--- src/rtl/axi_lite_master_arbiter.sv ---
// Two-master AXI4-Lite arbiter in front of the interconnect's single master port.
// Write and read paths each run an independent round-robin FSM and hold the grant for a whole transaction.
module axi_lite_master_arbiter #(
    parameter int ADDR_WIDTH = 32,
    parameter int DATA_WIDTH = 32
) (
    input  logic                        clk,
    input  logic                        reset_n,
    // requester side, master k in bit/slice k
    input  logic [1:0]                  i_m_axi_awvalid,
    output logic [1:0]                  o_m_axi_awready,
    input  logic [2*ADDR_WIDTH-1:0]     i_m_axi_awaddr,
    input  logic [5:0]                  i_m_axi_awprot,
    input  logic [1:0]                  i_m_axi_wvalid,
    output logic [1:0]                  o_m_axi_wready,
    input  logic [2*DATA_WIDTH-1:0]     i_m_axi_wdata,
    input  logic [2*DATA_WIDTH/8-1:0]   i_m_axi_wstrb,
    output logic [1:0]                  o_m_axi_bvalid,
    input  logic [1:0]                  i_m_axi_bready,
    input  logic [1:0]                  i_m_axi_arvalid,
    output logic [1:0]                  o_m_axi_arready,
    input  logic [2*ADDR_WIDTH-1:0]     i_m_axi_araddr,
    input  logic [5:0]                  i_m_axi_arprot,
    output logic [1:0]                  o_m_axi_rvalid,
    input  logic [1:0]                  i_m_axi_rready,
    output logic [2*DATA_WIDTH-1:0]     o_m_axi_rdata,
    // interconnect side
    output logic                        o_s_axi_awvalid,
    output logic [ADDR_WIDTH-1:0]       o_s_axi_awaddr,
    output logic [2:0]                  o_s_axi_awprot,
    input  logic                        i_s_axi_awready,
    output logic                        o_s_axi_wvalid,
    output logic [DATA_WIDTH-1:0]       o_s_axi_wdata,
    output logic [DATA_WIDTH/8-1:0]     o_s_axi_wstrb,
    input  logic                        i_s_axi_wready,
    input  logic                        i_s_axi_bvalid,
    output logic                        o_s_axi_bready,
    output logic                        o_s_axi_arvalid,
    output logic [ADDR_WIDTH-1:0]       o_s_axi_araddr,
    output logic [2:0]                  o_s_axi_arprot,
    input  logic                        i_s_axi_arready,
    input  logic                        i_s_axi_rvalid,
    input  logic [DATA_WIDTH-1:0]       i_s_axi_rdata,
    output logic                        o_s_axi_rready,
    output logic [1:0]                  o_wr_grant,
    output logic [1:0]                  o_rd_grant
);
    localparam int STRB_WIDTH = DATA_WIDTH / 8;

    typedef enum logic [1:0] {W_IDLE, W_XFER, W_RESP} wr_state_t;
    typedef enum logic [1:0] {R_IDLE, R_ADDR, R_DATA} rd_state_t;

    wr_state_t wr_state, wr_state_nxt;
    rd_state_t rd_state, rd_state_nxt;
    logic      wr_sel, wr_sel_nxt, wr_prio, wr_prio_nxt;
    logic      rd_sel, rd_sel_nxt, rd_prio, rd_prio_nxt;
    logic      aw_done, aw_done_nxt, w_done, w_done_nxt;
    logic      aw_hs, w_hs;

    // Contention goes to the priority pointer; a lone requester always wins.
    function automatic logic pick(input logic [1:0] req, input logic prio);
        return (req == 2'b11) ? prio : req[1];
    endfunction

    always_ff @(posedge clk or negedge reset_n) begin
        if (!reset_n) begin
            wr_state <= W_IDLE;
            rd_state <= R_IDLE;
            wr_sel   <= 1'b0;
            rd_sel   <= 1'b0;
            wr_prio  <= 1'b0;
            rd_prio  <= 1'b0;
            aw_done  <= 1'b0;
            w_done   <= 1'b0;
        end else begin
            wr_state <= wr_state_nxt;
            rd_state <= rd_state_nxt;
            wr_sel   <= wr_sel_nxt;
            rd_sel   <= rd_sel_nxt;
            wr_prio  <= wr_prio_nxt;
            rd_prio  <= rd_prio_nxt;
            aw_done  <= aw_done_nxt;
            w_done   <= w_done_nxt;
        end
    end

    // Write path: AW and W complete independently, B follows once both are done.
    always_comb begin
        wr_state_nxt    = wr_state;
        wr_sel_nxt      = wr_sel;
        wr_prio_nxt     = wr_prio;
        aw_done_nxt     = aw_done;
        w_done_nxt      = w_done;
        aw_hs           = 1'b0;
        w_hs            = 1'b0;
        o_m_axi_awready = '0;
        o_m_axi_wready  = '0;
        o_m_axi_bvalid  = '0;
        o_s_axi_awvalid = 1'b0;
        o_s_axi_awaddr  = '0;
        o_s_axi_awprot  = '0;
        o_s_axi_wvalid  = 1'b0;
        o_s_axi_wdata   = '0;
        o_s_axi_wstrb   = '0;
        o_s_axi_bready  = 1'b0;
        o_wr_grant      = '0;
        case (wr_state)
            W_IDLE: begin
                if (|i_m_axi_awvalid) begin
                    wr_sel_nxt   = pick(i_m_axi_awvalid, wr_prio);
                    wr_state_nxt = W_XFER;
                end
            end
            W_XFER: begin
                o_wr_grant[wr_sel]     = 1'b1;
                o_s_axi_awvalid        = i_m_axi_awvalid[wr_sel] & ~aw_done;
                o_s_axi_awaddr         = i_m_axi_awaddr[wr_sel*ADDR_WIDTH +: ADDR_WIDTH];
                o_s_axi_awprot         = i_m_axi_awprot[wr_sel*3 +: 3];
                o_s_axi_wvalid         = i_m_axi_wvalid[wr_sel] & ~w_done;
                o_s_axi_wdata          = i_m_axi_wdata[wr_sel*DATA_WIDTH +: DATA_WIDTH];
                o_s_axi_wstrb          = i_m_axi_wstrb[wr_sel*STRB_WIDTH +: STRB_WIDTH];
                o_m_axi_awready[wr_sel] = i_s_axi_awready & ~aw_done;
                o_m_axi_wready[wr_sel]  = i_s_axi_wready & ~w_done;
                aw_hs = i_m_axi_awvalid[wr_sel] & ~aw_done & i_s_axi_awready;
                w_hs  = i_m_axi_wvalid[wr_sel] & ~w_done & i_s_axi_wready;
                if ((aw_done | aw_hs) && (w_done | w_hs)) begin
                    wr_state_nxt = W_RESP;
                    aw_done_nxt  = 1'b0;
                    w_done_nxt   = 1'b0;
                end else begin
                    aw_done_nxt  = aw_done | aw_hs;
                    w_done_nxt   = w_done | w_hs;
                end
            end
            W_RESP: begin
                o_wr_grant[wr_sel]     = 1'b1;
                o_m_axi_bvalid[wr_sel] = i_s_axi_bvalid;
                o_s_axi_bready         = i_m_axi_bready[wr_sel];
                if (i_s_axi_bvalid && i_m_axi_bready[wr_sel]) begin
                    wr_state_nxt = W_IDLE;
                    wr_prio_nxt  = ~wr_sel;
                end
            end
            default: wr_state_nxt = W_IDLE;
        endcase
    end

    // Read path: AR then R; the idle master's rdata slice is held at zero.
    always_comb begin
        rd_state_nxt    = rd_state;
        rd_sel_nxt      = rd_sel;
        rd_prio_nxt     = rd_prio;
        o_m_axi_arready = '0;
        o_m_axi_rvalid  = '0;
        o_m_axi_rdata   = '0;
        o_s_axi_arvalid = 1'b0;
        o_s_axi_araddr  = '0;
        o_s_axi_arprot  = '0;
        o_s_axi_rready  = 1'b0;
        o_rd_grant      = '0;
        case (rd_state)
            R_IDLE: begin
                if (|i_m_axi_arvalid) begin
                    rd_sel_nxt   = pick(i_m_axi_arvalid, rd_prio);
                    rd_state_nxt = R_ADDR;
                end
            end
            R_ADDR: begin
                o_rd_grant[rd_sel]      = 1'b1;
                o_s_axi_arvalid         = i_m_axi_arvalid[rd_sel];
                o_s_axi_araddr          = i_m_axi_araddr[rd_sel*ADDR_WIDTH +: ADDR_WIDTH];
                o_s_axi_arprot          = i_m_axi_arprot[rd_sel*3 +: 3];
                o_m_axi_arready[rd_sel] = i_s_axi_arready;
                if (i_m_axi_arvalid[rd_sel] && i_s_axi_arready)
                    rd_state_nxt = R_DATA;
            end
            R_DATA: begin
                o_rd_grant[rd_sel]     = 1'b1;
                o_m_axi_rvalid[rd_sel] = i_s_axi_rvalid;
                o_m_axi_rdata[rd_sel*DATA_WIDTH +: DATA_WIDTH] = i_s_axi_rdata;
                o_s_axi_rready         = i_m_axi_rready[rd_sel];
                if (i_s_axi_rvalid && i_m_axi_rready[rd_sel]) begin
                    rd_state_nxt = R_IDLE;
                    rd_prio_nxt  = ~rd_sel;
                end
            end
            default: rd_state_nxt = R_IDLE;
        endcase
    end
endmodule

--- config.mk ---
export PLATFORM = sky130hd
export DESIGN_NAME = axi_lite_master_arbiter
export DESIGN_NICKNAME = d
export VERILOG_FILES = /design/src/rtl/axi_lite_master_arbiter.sv
export SDC_FILE = /design/constraint.sdc
export NUM_CORES = 1
export LEC_CHECK = 0
export ABC_AREA = 1
export BUFFER_PORTS_ARGS = -buffer_cell sky130_fd_sc_hd__buf_2
export CORE_AREA = 5 5 173 175
export DETAILED_ROUTE_END_ITERATION = 10
export DIE_AREA = 0 0 178 180
export MAX_ROUTING_LAYER = met4
export REMOVE_ABC_BUFFERS = 1
export SYNTH_ARGS = -nofsm -noshare
export SYNTH_HDL_FRONTEND = slang
export SYNTH_SLANG_ARGS = --single-unit
--- constraint.sdc ---
create_clock -name clk -period 1.52 [get_ports clk]
set_clock_uncertainty 0.1 [all_clocks]
set_input_delay 0.152 -clock clk [delete_from_list [all_inputs] [get_ports clk]]
set_output_delay 0.152 -clock clk [all_outputs]
set_load 0.05 [all_outputs]
After elaboration in Yosys (flattened, before gate mapping)
Index checks and enable logic that the tools add are counted.
Storage, ports and cells
  register bits after elaboration: 10
  bits of input ports: 261
  output and inout port bits: 189
  word-level logic and storage cells: 116
Cells by class
  add/subtract/negate cells: 1
  multipliers: 2
  $lt $le $gt $ge: 4
  eq/ne operators: 12
  shift operators: 8
  multiplexer cells: 45
  bitwise logic cells: 18
  reduce and logical (&&, ||, !) cells: 18
Operators by type and width (number)
  $shiftx A64 B7 Y32: 3
  $mux W32: 3
  $and A64 B64 Y64: 1
  $mux W64: 1
  $shift A32 B34 Y64 const A: 1
  $shiftx A32 B34 Y64: 1
  $neg A6 Y34: 1
  $mux W2: 13
  $mux W1: 21
  $ne A2 B2 Y1 const B: 6
  $pmux W2 S3: 2
  $shiftx A6 B4 Y3: 2
  $and A2 B2 Y2: 5
  $eq A2 B2 Y1 const B: 4
  $reduce_and A2 Y1: 4
  $reduce_or A2 Y1: 4
  $shiftx A8 B4 Y4: 1
  $and A1 B1 Y1: 6
  $logic_and A1 B1 Y1: 6
  $mul A1 B2 Y3 const B: 2
  $mux W3: 2
  $reduce_and A3 Y1: 2
  $eq A2 B1 Y1 const B: 2
  $logic_not A2 Y1: 2
  6 further kinds: 13

Longest topological paths before layout
Gate-level depths: netlist of the first run.
  word-level depth: 8
  gate-level depth with buffers: 10
  mapped depth without buffers: 9

Least setup slack after synthesis of the first run
Ideal clock, no wire load.
  path type: register to output
  start point: reg rd_state[1]
  end point: out o_m_axi_arready[0]
  data arrival time: 1882 ps
  required time: 1268 ps
  slack: -614 ps
  cell stages (with the launch flop): 6
  path buffers: 1
  path through: dfrtp_1 -> inv_1 -> ha_1 -> inv_1 -> buf_2 -> nor3_1
Between the ends
  cells in the longest elaborated chain, start to end: 2
RTL lines
  from (decl): line 54  | rd_state_t rd_state, rd_state_nxt;
  from (signal assigned): line 77  | rd_state <= rd_state_nxt;
  $eq A2 B1 Y1: line 161  | case (rd_state)
  $mux W2: line 161
  to (decl): line 21  | output logic [1:0] o_m_axi_arready,
Every way passes these cells.

Worst setup path in the final report of the first run
  start point: reg wr_sel
  end point: out o_s_axi_awaddr[10]
Between the ends
  cells in the longest elaborated chain, start to end: 2
RTL lines
  from (decl): line 55  | logic wr_sel, wr_sel_nxt, wr_prio, wr_prio_nxt;
  from (signal assigned): line 78  | wr_sel <= wr_sel_nxt;
  $shiftx A64 B7 Y32: line 117  | o_s_axi_awaddr = i_m_axi_awaddr[wr_sel*ADDR_WIDTH +: ADDR_WIDTH];
  $mux W32: line 107  | case (wr_state)
  to (decl): line 29  | output logic [ADDR_WIDTH-1:0] o_s_axi_awaddr,
Every way passes these cells.

==> out/summary.txt, run 1 <==
Wire length on met1 -> 9615 um
Synth area leader -> nand2_1
Area of the multi-input gates -> 4018 um^2
Commonest cells after routing, fill and taps aside -> buf_2, nand2_1, buf_6, nor2_4, a21oi_4
CTS Buf Count -> 3
Total track usage -> 13.38%
Die Y-Extent -> 180 um
Hold path cells -> 3
Area grow syn2layout -> 280.8%
Tcrit/Tclk final -> 122.6%
Clk buf depth -> 2
Initial Util -> 9.788%
ANT cells -> 0
Placed Area -> 5826 um^2
Pin slew with the least headroom to its limit -> 349.3 ps
Rows -> 62
Cell Chain, Critical Path -> inv_8, buf_12, buf_16, nand2_1, a21oi_4, buf_6
Via count -> 6076
Leak -> 4.883 nW
Post-synth top area share -> 32.91%
# H-tree levels -> 1
Yosys warns -> 0
Critical Path Fanout Max -> 22
Critical Setup Path Class -> reg -> out
DIE WIDTH -> 178 um
Clock Latency Late Sink -> 240 ps
Tmin final -> 1864 ps
Metal2 WL -> 14200 um
Pwr Density -> 2298 nW/um^2
Final Hold Vio Count -> 0
Area of the core -> 28310 um^2
Max-slew violations -> 0
Critical path startpoint category -> flop
WP data required -> 1270 ps
Worst stage delay on the critical path -> 480 ps
DR WL/cell -> 17.31 um
Count of input and output buffers -> 449
Number of remaining DRC errors -> 0
Commonest non-fill, non-tap cell in the layout -> buf_2
Top post-synthesis cells by area -> nand2_1, a21oi_1, nor2_1, dfrtp_1, inv_1
Clock transition at path regs -> 40 ps
CTS tree -> yes
Initial antenna violation count -> 0
Final wirelength -> 25720 um
Seq cells post-synth -> 10
Clock Sinks -> 10
Hold Path Class -> in -> reg
Highest metal used -> met4
Yosys cell types -> 22
Met3 wire length -> 1488 um
Hold path startpoint -> i_s_axi_bvalid
Outcome -> finished with violations
Setup-failing EPs final -> 194
Share of post-route cells with drive strength above 1 -> 77.04%
Setup TNS -> -48550 ps
Mapped Area -> 2771 um^2
Failing checks -> setup timing
Reg2reg end -> wr_state[1]
Post-DP HPWL -> 14950 um
Setup crit end kind -> output pin
Layout fillers -> 2665
GPL Wtd Cong -> 0.9166
Reg2reg start -> wr_sel
Post-Layout Inst Area -> 10550 um^2
Unrepaired setup endpoints after global routing -> yes
DR iter-0 viols -> 207
Crit path buffers/inverters -> 4
Final #Nets -> 1370
Worst Setup Slack, final -> -344.1 ps
CTS root buf -> clkbuf_16
Rel. slew slack -> 76.56%
First-pass GRT wire length -> 33080 um
Ports -> 450
VDD IR max -> 1210 uV
Max-Cap Viols -> 0
Largest net degree at the start of global routing -> 23
Number of routed nets with antenna violations -> 0
Peak Freq -> 0.5365 GHz
Seq/Total Area, Yosys -> 9.029%
Hold Crit Endpoint -> wr_prio
Register area -> 254.0 um^2
CP top delay family -> buffers and inverters
Post-synthesis cell count -> 582
Syn avg cell area -> 4.762 um^2
Grt ovf -> 0
Vias in the first global route -> 5956
Critical path's slowest cell -> dfrtp_2
FF-to-FF path depth -> 9
Worst Path Arrival -> 1610 ps
Die area -> 32040 um^2
Vias per inst -> 4.089
Drt pass-1 iters -> 5
R2R Setup Slk -> -220 ps
==> worst max-delay path by stage <==
stage | from | end | slack [ps] | depth (start not counted)
global placement | wr_state[1] | o_s_axi_wdata[18] | -270 | 6
detailed placement | wr_state[1] | o_s_axi_wdata[18] | -290 | 6
global route | rd_state[0] | o_m_axi_rdata[13] | -400 | 7
finish | wr_sel | o_s_axi_awaddr[10] | -340 | 6
floorplan | wr_sel | wr_prio | -1730 | 6
CTS | rd_state[0] | o_s_axi_araddr[17] | -350 | 6
==> kinds of logic (layout without fill, tap and decap cells) <==
kind of cell | count (synthesis) | after routing | share of synthesized area [%]
buf+inv | 101 | 621 | 17.74
compound gates | 126 | 126 | 23.34
simple gates | 339 | 339 | 47.18
flops | 10 | 10 | 9.029
fa+ha+maj | 6 | 6 | 2.709
==> worst register-to-register path, delay by kind of cell (launching register included) <==
kind	cells	cell delay [ps]
compound gates	2	340
buf+inv	4	480
flops	1	470
simple gates	3	230
==> through the flow <==
step                std cells  hold WS [ps]  setup WS, ps  utilization (%)  power [mW]
finish                   1486         130.4        -344.1            37.27       24.25
global route             1486         144.9        -399.1            37.27       25.13
CTS                      1461         121.2        -345.5            31.10       20.62
detailed placement       1409        -38.09        -285.3            20.57       13.22
global placement         1409        -37.14        -266.1            20.57       13.17
floorplan                 538        -243.6         -1734                -       8.974
==> registers in the layout, indices dropped and copies added (netlist names) <==
register	count
wr_sel	1
wr_state	2
rd_sel	1
rd_prio	1
aw_done	1
rd_state	2
wr_prio	1
w_done	1
==> report_power, final <==
group / internal (mW) / leakage [nW] / switching, mW
registers: 0.397 / 0.123 / 0.159
clock network: 0.397 / 0.0442 / 0.137
logic: 9.60 / 4.72 / 13.6
==> layer usage <==
metal | global-route usage, % | up-vias
li1 | - | 2852
met1 | 15.91 | 2938
met2 | 23.96 | 253
met3 | 1.807 | 33
met4 | 2.754 | 0
met5 | - | -
==> Yosys cell counts (all sizes together) <==
master	instances
nand2	248
a21oi	112
nor2	78
inv	57
buf	36
o21ai	11
dfrtp	10
nand3	9
clkbuf	8
ha	6
nor3	3
o22ai	2
a21boi	1
and3	1
==> what timing repair did <==
item	4_1_cts	5_1_grt
setup endpoints to repair	194	197
cloned	25	8
hold buffers	1	0
endpoints found under the hold margin	10	0
pin swaps	22	54
gates resized for setup	589	360
buffers inserted	22	26
==> area by class of cell <==
cell class / instances / area share, %
timing repair buffer: 558 / 51.44
multi-input combinational: 471 / 38.07
tap: 384 / 4.552
inverter: 57 / 2.430
sequential: 10 / 2.407
clock buffer: 4 / 0.8417
timing repair inverter: 2 / 0.2608
Note: power is estimated with default switching activity, not from simulation.
==> run 2: changes to the inputs <==
- CTS_BUF_LIST: default -> sky130_fd_sc_hd__clkbuf_4
- SETUP_SLACK_MARGIN: default -> 0.4
==> run 2 against run 1 <==
The flow still finishes with violations (setup timing). First-iteration DRC count up 26%. Sequential cell count is the same. Count of clock-buffer cells in the layout down 1. Setup slack got worse by 86 ps. Non-clock buffer count grew 10. Core utilization is 0.21 points higher. Die area stayed put.
==> out/summary.txt, run 2 (synthesized netlist as in run 1, its figures left out) <==
Outcome -> finished with violations
Failing checks -> setup timing
DIE WIDTH -> 178 um (unchanged)
Worst Setup Slack, final -> -430.4 ps (-86.38 ps)
Area of the core -> 28310 um^2 (unchanged)
Grt ovf -> 0 (unchanged)
Vias in the first global route -> 6218 (+4.4%)
Final wirelength -> 26840 um (+4.4%)
Drt pass-1 iters -> 5 (unchanged)
Worst Path Arrival -> 1700 ps (+90 ps)
CTS Buf Count -> 3 (unchanged)
VDD IR max -> 1210 uV (about the same)
Final Hold Vio Count -> 0 (unchanged)
Total track usage -> 14.05% (+0.67 points)
Hold path startpoint -> i_m_axi_awvalid[1]
Cell Chain, Critical Path -> inv_8, buf_6, buf_12, buf_16, nand2_4, a21oi_2, buf_4, buf_12
CTS root buf -> clkbuf_4
Number of remaining DRC errors -> 0 (unchanged)
First-pass GRT wire length -> 34710 um (+4.9%)
Layout fillers -> 2677 (+0.45%)
Register area -> 254.0 um^2 (unchanged)
Rows -> 62 (unchanged)
Post-Place Cells -> 1409 (unchanged)
Area of the multi-input gates -> 3916 um^2 (-2.5%)
Switching Share -> 56.97% (-0.15 points)
Sequential share of power -> 2.3% (about the same)
Top Registers -> rd_state: 2 flops, wr_state: 2 flops
Largest net degree at the start of global routing -> 22 (-4.3%)
P_sw -> 13.82 mW (-0.19%)
Clk buf depth -> 2 (unchanged)
Ports -> 450 (unchanged)
Hold path cells -> 3 (unchanged)
Commonest cells after routing, fill and taps aside -> buf_2, buf_6, nand2_1, nor2_4, a21oi_2
Logic gate share of total power -> 96.8% (+1.3 points)
Peak Freq -> 0.5127 GHz (-4.4%)
Tcrit/Tclk final -> 128.3% (+5.7 points)
Worst setup path start -> wr_sel
Worst stage delay on the critical path -> 490 ps (about the same)
Reg2reg start -> wr_sel
Initial antenna violation count -> 1 (+1)
WP data required -> 1270 ps (about the same)
DR iter-0 viols -> 260 (+26%)
Max-slew violations -> 0 (unchanged)
DR WL/cell -> 17.93 um (+3.6%)
Max-Cap Viols -> 0 (unchanged)
Clock Latency Late Sink -> 280 ps (+40 ps)
Setup-failing EPs final -> 194 (unchanged)
Clock transition at path regs -> 80 ps (+40 ps)
Setup crit end kind -> output pin
Unrepaired setup endpoints after global routing -> yes
Leak -> 5.027 nW (+2.9%)
# H-tree levels -> 1 (unchanged)
CTS tree -> yes
Share of post-route cells with drive strength above 1 -> 78.42% (+1.4 points)
Internal -> 10.44 mW (+0.40%)
Post-DP HPWL -> 14950 um (unchanged)
Vias per inst -> 4.173 (+2.1%)
Initial Util -> 9.788% (unchanged)
Critical path startpoint category -> flop
Fin cells -> 1497 (+0.74%)
Number of routed nets with antenna violations -> 0 (unchanged)
Clock network power share -> 0.9% (-1.3 points)
Pwr Density -> 2286 nW/um^2 (-0.50%)
Count of input and output buffers -> 449 (unchanged)
Tmin final -> 1950 ps (+86.38 ps)
Final #Nets -> 1380 (+0.73%)
Area grow syn2layout -> 283.0%
FF-to-FF path depth -> 12 (+3)
Hold Path Class -> in -> reg
Rel. slew slack -> 73.38% (-3.2 points)
Final core utilization -> 37.49% (+0.21 points)
Pin slew with the least headroom to its limit -> 396.2 ps (+46.94 ps)
Commonest non-fill, non-tap cell in the layout -> buf_2
GPL Wtd Cong -> 0.9166 (unchanged)
Setup TNS -> -60270 ps (-11720 ps)
Critical path's slowest cell -> dfrtp_2
Crit path top cell by count -> buf_12
Critical Path Fanout Max -> 6 (-73%)
Die area -> 32040 um^2 (unchanged)
Via count -> 6247 (+2.8%)
Post-Layout Inst Area -> 10610 um^2 (+0.57%)
Critical Setup Path Class -> reg -> out
Clock Sinks -> 10 (unchanged)
Final Total Pwr -> 24.26 mW (about the same)
Die Y-Extent -> 180 um (unchanged)
Placed Area -> 5826 um^2 (unchanged)
==> run 2: cell count changes in the layout (fill, tap and decap cells not counted), moves of 7 or more <==
cell	change
nand2_1	-16
nand2_4	+14
a21oi_4	-28
a21oi_1	+7
buf_16	+9
a21oi_2	+21
==> run 2: timing repair <==
item                       CTS  global route
pin swaps                   35            64
resized for setup          622           315
gates cloned                31             8
hold buffers                 1             0
buffers inserted            25            18
setup endpoints to repair  199           199
hold endpoints to repair    10             0
==> run 2: critical path: cells and delay by family (launching register included) <==
| kind | cells | cell delay, ps |
|---|---|---|
| AO/OA/AOI/OAI | 1 | 130 |
| buffers and inverters | 6 | 720 |
| flip-flops | 1 | 490 |
| AND/OR/NAND/NOR | 1 | 50 |
==> run 2: cell type report <==
cell class / count / area share, %
repair buffers: 568 / 53.32
multi-input cells: 471 / 36.90
well taps: 384 / 4.527
inverters: 57 / 2.405
flip-flops and latches: 10 / 2.393
clock buffers: 3 / 0.2122
repair inverters: 2 / 0.1886
clock inverters: 1 / 0.03536
diodes: 1 / 0.02358
==> run 2: path summary, 6_finish.rpt <==
| path | slack, ps | to |
|---|---|---|
| setup / recovery | -430 | o_s_axi_awaddr[30] |
| min in group asynchronous | 220 | wr_prio |
| setup reg to reg | -200 | wr_state[0] |
| hold reg to reg | 440 | wr_prio |
| max in group asynchronous | 830 | rd_state[1] |
| hold / removal | 90 | wr_sel |
==> run 2: power by group through the flow <==
stage,Clock (mW),Sequential [mW],Combinational (mW)
final,0.207,0.560,23.5
after floorplan,0,0.718,8.26
after global routing,0.237,0.578,24.3
after CTS,0.227,0.537,20.2
after detailed placement,0,0.505,12.7
after global placement,0,0.501,12.7
==> run 2: per-layer routing <==
metal / part of all wire, % / vias up / wire, um / track usage [%]
li1: - / 2890 / - / -
met1: 36 / 3003 / 9678 / 16.51
met2: 55 / 296 / 14660 / 24.75
met3: 6.4 / 58 / 1725 / 2.080
met4: 2.9 / 0 / 776 / 3.960
met5: 0 / - / 0 / -
==> run 2: metrics by stage <==
stage	worst slack [ps]	hold WS, ps
after CTS	-402.7	60.24
after floorplan	-1734	-243.6
after global placement	-266.1	-37.14
after detailed placement	-285.3	-38.09
after global routing	-501.2	86.54
final	-430.4	91.31
==> run 3: changes to the inputs <==
- CELL_PAD_IN_SITES_DETAIL_PLACEMENT: default -> 1
- CELL_PAD_IN_SITES_GLOBAL_PLACEMENT: default -> 2
- CORE_AREA: 5 5 173 175 -> default
- CORE_ASPECT_RATIO: default -> 0.8
- CORE_MARGIN: default -> 5
- CORE_UTILIZATION: default -> 10
- DIE_AREA: 0 0 178 180 -> default
- PLACE_DENSITY_LB_ADDON: default -> 0.1
- clock period: 1.52 -> 2.23 ns (I/O delays scaled with it)
==> run 3 against run 2 <==
The run now ends clean. Worst hold slack improved by 51 ps. Total power decreased by 45%. Critical path depth decreased by 3. Design area decreased by 18%. Combinational power decreased by 45%. Sequential share of layout area increased by 0.53 points. Setup slack improved by 740 ps. Non-clock buffer count decreased by 54. Final cell count decreased by 4.6%. Critical path type unchanged. Largest cell class unchanged.
==> out/summary.txt, run 3 (synthesized netlist as in run 1, its figures left out) <==
Initial antenna violation count -> 7 (+6)
Rel. slew slack -> 81.68% (+8.3 points)
Via count -> 5709 (-8.6%)
Hold Path Class -> in -> reg
DIE WIDTH -> 196.1 um (+10%)
Total track usage -> 15.44% (+1.4 points)
Critical Path Fanout Max -> 20 (+14)
Setup crit end kind -> output pin
Clock Latency Late Sink -> 270 ps (about the same)
Tmin final -> 1918 ps
Vias in the first global route -> 5916 (-4.9%)
Die area -> 31160 um^2 (-2.7%)
Post-Place Cells -> 1366 (-3.1%)
Pin slew with the least headroom to its limit -> 274.7 ps (-121.5 ps)
VDD IR max -> 576.9 uV (-52%)
Top Registers -> rd_state: 2 flops, wr_state: 2 flops
Rows -> 54 (-13%)
Tcrit/Tclk final -> 86.02%
Placed Area -> 5350 um^2 (-8.2%)
Clock transition at path regs -> 90 ps (about the same)
CTS Buf Count -> 3 (unchanged)
Ports -> 450 (unchanged)
Number of routed nets with antenna violations -> 0 (unchanged)
Worst Path Arrival -> 1600 ps (-100 ps)
First-pass GRT wire length -> 36710 um (+5.7%)
Fin cells -> 1428 (-4.6%)
DR WL/cell -> 19.34 um (+7.9%)
Worst setup path start -> wr_sel
CTS root buf -> clkbuf_4
CTS tree -> yes
Final Hold Vio Count -> 0 (unchanged)
DR iter-0 viols -> 147 (-43%)
Clk buf depth -> 2 (unchanged)
Commonest cells after routing, fill and taps aside -> buf_2, nand2_1, buf_6, buf_4, inv_1
WHS -> 142.4 ps (+51.13 ps)
Commonest non-fill, non-tap cell in the layout -> buf_2
Initial Util -> 10.15% (+0.37 points)
Drt pass-1 iters -> 4 (-1)
Peak Freq -> 0.5213 GHz
Post-Layout Inst Area -> 8695 um^2 (-18%)
Die Y-Extent -> 158.9 um (-12%)
Area grow syn2layout -> 213.7%
Number of remaining DRC errors -> 0 (unchanged)
Post-DP HPWL -> 19090 um (+28%)
Vias per inst -> 3.998 (-4.2%)
Share of post-route cells with drive strength above 1 -> 66.79% (-12 points)
# H-tree levels -> 1 (unchanged)
Unrepaired setup endpoints after global routing -> yes
Pwr Density -> 1542 nW/um^2 (-33%)
Largest net degree at the start of global routing -> 41 (+86%)
Outcome -> finished, final reports clean
Max-Cap Viols -> 0 (unchanged)
Place WS -> 371.6 ps (+656.9 ps)
WP data required -> 1910 ps (+640 ps)
Final #Nets -> 1325 (-4.0%)
Grt ovf -> 0 (unchanged)
Max-slew violations -> 0 (unchanged)
Critical Setup Path Class -> reg -> out
Setup TNS -> 0 ps (+60270 ps)
Setup-failing EPs final -> 0 (-100%)
Area of the core -> 27300 um^2 (-3.6%)
GPL Wtd Cong -> 0.8024 (-12%)
Critical path startpoint category -> flop
Leak -> 4.296 nW (-15%)
Clock Sinks -> 10 (unchanged)
Final Total Pwr -> 13.41 mW (-45%)
Hold path startpoint -> i_s_axi_bvalid
Reg2reg start -> wr_sel
Worst Setup Slack, final -> 311.7 ps (+742.1 ps)
Final wirelength -> 27620 um (+2.9%)
Final core utilization -> 31.85% (-5.6 points)
Count of input and output buffers -> 449 (unchanged)
[run 3: cell types whose count changed in the layout (fill, tap and decap cells not counted), sizes merged]
| cell | change |
|---|---|
| buf | -60 |
| bufbuf | -2 |
| clkbuf | +8 |
| clkinv | +2 |
| clkinvlp | -1 |
| diode | +6 |
| inv | -2 |
[run 3: worst max-delay path: stages, from the launching register on]
cell and delay, ps:
dfrtp_2 510, buf_4 170, clkbuf_16 180, nand2_1 80, a21oi_1 160, buf_4 220
[run 3: metal layers]
layer	track usage, %	vias to the layer above	part of all wire [%]
met1	17.64	2714	40
li1	-	2772	-
met4	2.443	0	1.4
met3	2.203	24	4.5
met2	29.01	199	54
met5	-	-	0
[run 3: final timing paths]
| path | to | slack, ps | cells after the start |
|---|---|---|---|
| max | o_s_axi_wdata[3] | 310 | 5 |
| min | wr_prio | 140 | 3 |
| max reg2reg | wr_state[0] | 600 | 9 |
| min reg2reg | wr_prio | 410 | 2 |
| max in group asynchronous | rd_state[0] | 1510 | 2 |
| min in group asynchronous | wr_state[1] | 260 | 2 |
[run 3: final cells by class]
| cell class | instances | area [um^2] |
|---|---|---|
| Antenna cell | 7 | 17.52 |
| Clock buffer | 3 | 22.52 |
| Clock inverter | 1 | 3.754 |
| Fill cell | 3399 | 18600 |
| Inverter | 57 | 246.5 |
| Multi-Input combinational cell | 471 | 3138 |
| Sequential cell | 10 | 254.0 |
| Tap cell | 364 | 455.4 |
| Timing Repair Buffer | 514 | 4546 |
| Timing Repair inverter | 1 | 11.26 |
[run 3: timing repair]
action	in CTS	in global routing
hold buffers	1	0
gates cloned	12	17
resized for setup	334	355
hold endpoints to repair	10	0
setup endpoints to repair	183	188
pin swaps	2	32
setup buffers	13	8
[run 3: power by group]
group / internal, mW / switching [mW] / leakage (nW)
registers: 0.270 / 0.104 / 0.123
logic: 4.83 / 8.07 / 4.16
clock network: 0.0647 / 0.0718 / 0.0154
total: 5.16 / 8.24 / 4.30
